==> config.mk <==
export PLATFORM = sky130hd
export DESIGN_NAME = smbs_serializer
export DESIGN_NICKNAME = d
export VERILOG_FILES = /design/src/rtl/smbs_pkg.sv /design/src/rtl/smbs_serializer_hdr_piso.sv /design/src/rtl/smbs_serializer.sv
export SDC_FILE = /design/constraint.sdc
export NUM_CORES = 1
export LEC_CHECK = 0
export BUFFER_PORTS_ARGS = -buffer_cell sky130_fd_sc_hd__clkbuf_2
export CORE_MARGIN = 10
export CORE_UTILIZATION = 55
export DETAILED_ROUTE_END_ITERATION = 12
export PLACE_DENSITY = 0.8
export SYNTH_ARGS = -nofsm -noshare
export SYNTH_HDL_FRONTEND = slang
export SYNTH_SLANG_ARGS = --single-unit
==> constraint.sdc <==
create_clock -name clk -period 6.1 [get_ports clk]
set_clock_uncertainty 0.15 [all_clocks]
set_input_delay 0.61 -clock clk [delete_from_list [all_inputs] [get_ports clk]]
set_output_delay 0.61 -clock clk [all_outputs]
set_load 0.02 [all_outputs]
==> src/rtl/smbs_pkg.sv <==
// Shared field widths and FSM state type for the smbs frame serializer.
package smbs_pkg;

  localparam int PORT_W = 4;
  localparam int LINE_W = 2;
  localparam int SIZE_W = 6;
  localparam int HDR_W  = PORT_W + LINE_W + SIZE_W;

  typedef enum logic [1:0] {
    ST_IDLE,
    ST_START,
    ST_HDR,
    ST_DATA
  } state_e;

endpackage

==> src/rtl/smbs_serializer_hdr_piso.sv <==
// Parallel-load, MSB-first shift register holding the frame header.
module hdr_piso #(
  parameter int W = 12
) (
  input  logic         clk,
  input  logic         rst,
  input  logic         load_i,
  input  logic         shift_i,
  input  logic [W-1:0] data_i,
  output logic         msb_o
);

  logic [W-1:0] shreg_q, shreg_d;

  always_comb begin
    shreg_d = shreg_q;
    if (load_i) begin
      shreg_d = data_i;
    end else if (shift_i) begin
      shreg_d = {shreg_q[W-2:0], 1'b0};
    end
  end

  // NOTE: a plain register, not a memory, so it takes the async reset like any other flop.
  always_ff @(posedge clk or posedge rst) begin
    if (rst) begin
      shreg_q <= '0;
    end else begin
      shreg_q <= shreg_d;
    end
  end

  assign msb_o = shreg_q[W-1];

endmodule

==> src/rtl/smbs_serializer.sv <==
// Frame serializer: start bit, port/line/size header, then N host-supplied payload bits.
module smbs_serializer
  import smbs_pkg::*;
#(
  parameter int PORT_W = smbs_pkg::PORT_W,
  parameter int LINE_W = smbs_pkg::LINE_W,
  parameter int SIZE_W = smbs_pkg::SIZE_W
) (
  input  logic              clk,
  input  logic              rst,
  input  logic              start_req,
  input  logic [PORT_W-1:0] port_in,
  input  logic [LINE_W-1:0] line_in,
  input  logic [SIZE_W-1:0] size_in,
  input  logic              bit_in,
  input  logic              bit_valid,
  output logic              bit_ready,
  output logic              serOut,
  output logic              busy,
  output logic              done,
  output logic              underflow
);

  localparam int LOCAL_HDR_W = PORT_W + LINE_W + SIZE_W;
  localparam logic [SIZE_W-1:0] HDR_LAST = SIZE_W'(LOCAL_HDR_W - 1);

  state_e            state_q, state_d;
  logic [SIZE_W-1:0] size_q, size_d;
  logic [SIZE_W-1:0] cnt_q, cnt_d;
  logic              ser_q, ser_d;
  logic              done_q, done_d;
  logic              unf_q, unf_d;
  logic              piso_load, piso_shift, piso_msb;

  hdr_piso #(.W(LOCAL_HDR_W)) u_hdr_piso (
    .clk     (clk),
    .rst     (rst),
    .load_i  (piso_load),
    .shift_i (piso_shift),
    .data_i  ({port_in, line_in, size_in}),
    .msb_o   (piso_msb)
  );

  // NOTE: every signal gets a default first so no path through the case infers a latch.
  always_comb begin
    state_d    = state_q;
    size_d     = size_q;
    cnt_d      = cnt_q;
    ser_d      = ser_q;
    done_d     = 1'b0;
    unf_d      = unf_q;
    piso_load  = 1'b0;
    piso_shift = 1'b0;
    bit_ready  = 1'b0;

    unique case (state_q)
      ST_IDLE: begin
        ser_d = 1'b1;
        if (start_req) begin
          state_d   = ST_START;
          size_d    = size_in;
          cnt_d     = '0;
          unf_d     = 1'b0;
          piso_load = 1'b1;
          ser_d     = 1'b0;
        end
      end
      ST_START: begin
        ser_d      = piso_msb;
        piso_shift = 1'b1;
        cnt_d      = '0;
        state_d    = ST_HDR;
      end
      ST_HDR: begin
        if (cnt_q != HDR_LAST) begin
          ser_d      = piso_msb;
          piso_shift = 1'b1;
          cnt_d      = cnt_q + SIZE_W'(1);
        end else if (size_q == '0) begin
          ser_d   = 1'b1;
          done_d  = 1'b1;
          cnt_d   = '0;
          state_d = ST_IDLE;
        end else begin
          // Payload bit 0 is taken on the last header edge so it lands right after size[0].
          bit_ready = 1'b1;
          ser_d     = bit_valid & bit_in;
          unf_d     = unf_q | ~bit_valid;
          cnt_d     = '0;
          state_d   = ST_DATA;
        end
      end
      ST_DATA: begin
        if (cnt_q == size_q - SIZE_W'(1)) begin
          ser_d   = 1'b1;
          done_d  = 1'b1;
          cnt_d   = '0;
          state_d = ST_IDLE;
        end else begin
          bit_ready = 1'b1;
          ser_d     = bit_valid & bit_in;
          unf_d     = unf_q | ~bit_valid;
          cnt_d     = cnt_q + SIZE_W'(1);
        end
      end
      default: state_d = ST_IDLE;
    endcase
  end

  // NOTE: non-blocking assignments so all state updates see pre-edge values.
  always_ff @(posedge clk or posedge rst) begin
    if (rst) begin
      state_q <= ST_IDLE;
      size_q  <= '0;
      cnt_q   <= '0;
      ser_q   <= 1'b1;
      done_q  <= 1'b0;
      unf_q   <= 1'b0;
    end else begin
      state_q <= state_d;
      size_q  <= size_d;
      cnt_q   <= cnt_d;
      ser_q   <= ser_d;
      done_q  <= done_d;
      unf_q   <= unf_d;
    end
  end

  assign serOut    = ser_q;
  assign busy      = (state_q != ST_IDLE);
  assign done      = done_q;
  assign underflow = unf_q;

endmodule

==> summary.md <==
| Metric | Value |
|---|---|
| Fin. max-slew vios | 0 |
| TNS Setup | 0 ps |
| Final Hold Viols | 0 |
| Worst-path clk slew | 90 ps |
| Initial Utilization | roughly three fifths |
| Pwr Density | 528 nW/um2 |
| FMAX | approximately 340 MHz |
| Fraction of registers with async set or reset after synthesis | 100% |
| Vias in the first global route | 1423 |
| Number of hold buffers added after cts | 0 |
| Routed len/inst | 15.7 um |
| Pint | between 500 and 600 uW |
| Drt first pass iters | 4 |
| Critical path type | flop to primary output |
| Crit path from | size_q[0] |
| Outcome | complete, no violations |
| R2r worst-path depth | 7 |
| GRT Util Overall | 14.4% |
| Initial DRC Count | 131 |
| TritonCTS clock tree | done |
| Die area | around 5600 um2 |
| Antenna Cells | 0 |
| WP data arrival | about 2200 ps |
| Largest net degree at the start of global routing | 30 |
| Data required, critical path | 5340 ps |
| Drt drc | 0 |
| Area of the multi-input gates | 845 um2 |
| Area grow syn2layout | 11.4% |
| Buffers on Ports | 21 |
| VDD IR-drop max | 0.000278 V |
| Die Width | 74.7 um |
| Root buf cell | clkbuf_4 |
| Most frequent cells after synthesis | 37 x nand2_1, 28 x dfrtp_1, 12 x mux2i_1, 12 x o21ai_1, 10 x nor2_1 |
| Final Non-Filler Cells | approximately 230 |
| Reg-to-Reg End | u_hdr_piso.shreg_q[6] |
| Worst reg2reg setup slack | 3560 ps |
| Vias/cell | 5.78 |
| Post-Synthesis Cells | 176 |
| Post-cts gate resize count | 0 |
| Crit path max fanout | 6 |
| Max clock buf depth | 2 |
| Critical Path Sink Type | primary output |
| FILL cells | 239 |
| CTS H-tree depth | 2 |
| Layout cells sized above 1 | roughly 17% |
| Worst setup path end | bit_ready |
| Ys Warns | 0 |
| Synth area leaders | dfrtp_1 43%, nand2_1 8.5%, mux2i_1 7.3% |
| Yosys top cell area share | 42.7% |
| Register Area | 727 um2 |
| #FFs+latches synth | 29 |
| Hpwl dp | 2570 um |
| Antenna violations before repair | 0 |
| CP startpoint kind | flop |
| Grt ovf | 0 |
| RSZ-0062 raised after global routing | false |
| Post-route minimum period | 2960 ps |
| Ys flop type | dfrtp_1 |
| Endpoints failing setup | 0 |
| Worst-skew pair later-pin latency | 320 ps |
| I/O Pins | 22 |
| Detailed Route WL | ~3600 um |
| Area of the mapped netlist | 1640 um2 |
| Number of clock sinks | 29 |
| Sw power | 398 uW |
| Worst-margin pin slew | 1080 ps |
| Die Y | approximately 75 um |
| Nets | 220 |
| Via count | 1317 |
| GPL Wtd Cong | a little under 0.9 |
| Area leader, netlist | dfrtp_1 |
| Worst Hold Class | input port to flop |
| Row count | 19 |
| Area after DPL | 1750 um2 |
| Max transition margin | between 20% and 30% |
| Number of buffers added for setup after CTS | 0 |
| Global-route wire length before repair | ~6300 um |
| Power share of the sequential group | about a third |
| Register area share after synthesis | 44.2% |
| Avg Cell Area, Syn | about 9.3 um2 |
| Worst r2r src | cnt_q[0] |
| CTS buffer count | 5 |
| Comb power frac | between 40% and 50% |
| Final ANT Viol Nets | 0 |
| Syn Nets | 200 |
| DP Cell Count | 220 |
| Pwr Total | between 900 and 1000 uW |
| Crit share post-route | 48.5% |
| Most frequent cell after synthesis | nand2_1 |
| Leak | 0.000934 uW |
| MaxCap Viol Count | 0 |
| Switching Share | approximately two fifths |
| Finished Cell Area | between 1500 and 2000 um2 |
| Clock share of power | 16.8% |
| Post-synth EDFFs | 0 |
| CORE AREA | 2810 um2 |
| Count of cell types in the netlist | 45 |
==> worst max-delay path: stages, from the launching register on <==
cell       delay (ps)
dfrtp_1           430
inv_1             110
ha_1              270
inv_1              60
o31ai_1           250
o2111ai_1         190
o21ai_2           290
o21ai_1           110
clkbuf_2          170
==> worst min path at each step <==
stage | start | slack, ps | depth (start not counted) | end
after CTS | port_in[0] | 340 | 3 | u_hdr_piso.shreg_q[8]
after floorplan | u_hdr_piso.shreg_q[0] | 320 | 2 | u_hdr_piso.shreg_q[0]
after detailed placement | size_q[5] | 370 | 2 | size_q[5]
after global placement | u_hdr_piso.shreg_q[0] | 340 | 2 | u_hdr_piso.shreg_q[0]
final | port_in[0] | 340 | 3 | u_hdr_piso.shreg_q[8]
after global routing | port_in[2] | 340 | 3 | u_hdr_piso.shreg_q[10]
==> flip-flops by register name, indices dropped and copies added, names as in the netlist <==
signal and flops:
cnt_q 6, done 1, serOut 1, size_q 6, state_q 2, u_hdr_piso.shreg_q 12, underflow 1
==> layer usage <==
metal | up-vias | track usage (%) | part of all wire (%)
li1 | 648 | - | -
met1 | 622 | 17.3 | 45
met2 | 37 | 22.8 | 49
met3 | 10 | 4.47 | 4.3
met4 | 0 | 7.35 | 2.1
met5 | - | 0 | 0
==> cell usage in the layout, fill, tap and decap left out, types with 5 or more instances in the layout <==
cell       n
clkbuf_2  21
nor2_1    10
dfrtp_1   28
o21ai_1   12
ha_1       7
mux2i_1   12
clkbuf_4   5
inv_1      8
nand2_1   37
o21ai_0    6
==> cell families (layout without fill, tap and decap cells) <==
group	count (synthesis)	after routing	synth area share [%]
simple gates	66	66	18.6
compound gates	38	38	15.5
flops	29	29	44.2
buf+inv	16	37	4.34
mux	12	12	7.31
xor+xnor	8	8	4.72
fa+ha+maj	7	7	5.33
==> cell type report <==
type,count,area share (%)
Clock inverter,1,1.64
Multi-Input combinational cell,131,46.1
Sequential cell,29,39.7
Clock buffer,7,3.01
Timing Repair Buffer,21,5.74
Tap cell,31,2.12
Inverter,8,1.64
==> power by group through the flow <==
stage | combinational [uW] | clock, uW | sequential (uW)
2_1_floorplan | 383 | 0 | 328
5_1_grt | 526 | 178 | 351
3_3_place_gp | 442 | 0 | 336
6_report | 464 | 163 | 340
4_1_cts | 468 | 166 | 340
3_5_place_dp | 458 | 0 | 342
==> stage by stage <==
stage               util [%]  hold slack, ps  setup slack [ps]
finish                  65.3             340              3140
floorplan                  -             316              3830
CTS                     65.3             336              3120
global route            65.3             335              2890
detailed placement      62.2             370              3540
global placement        62.2             340              3590
Power figures use the tool's default switching activity.
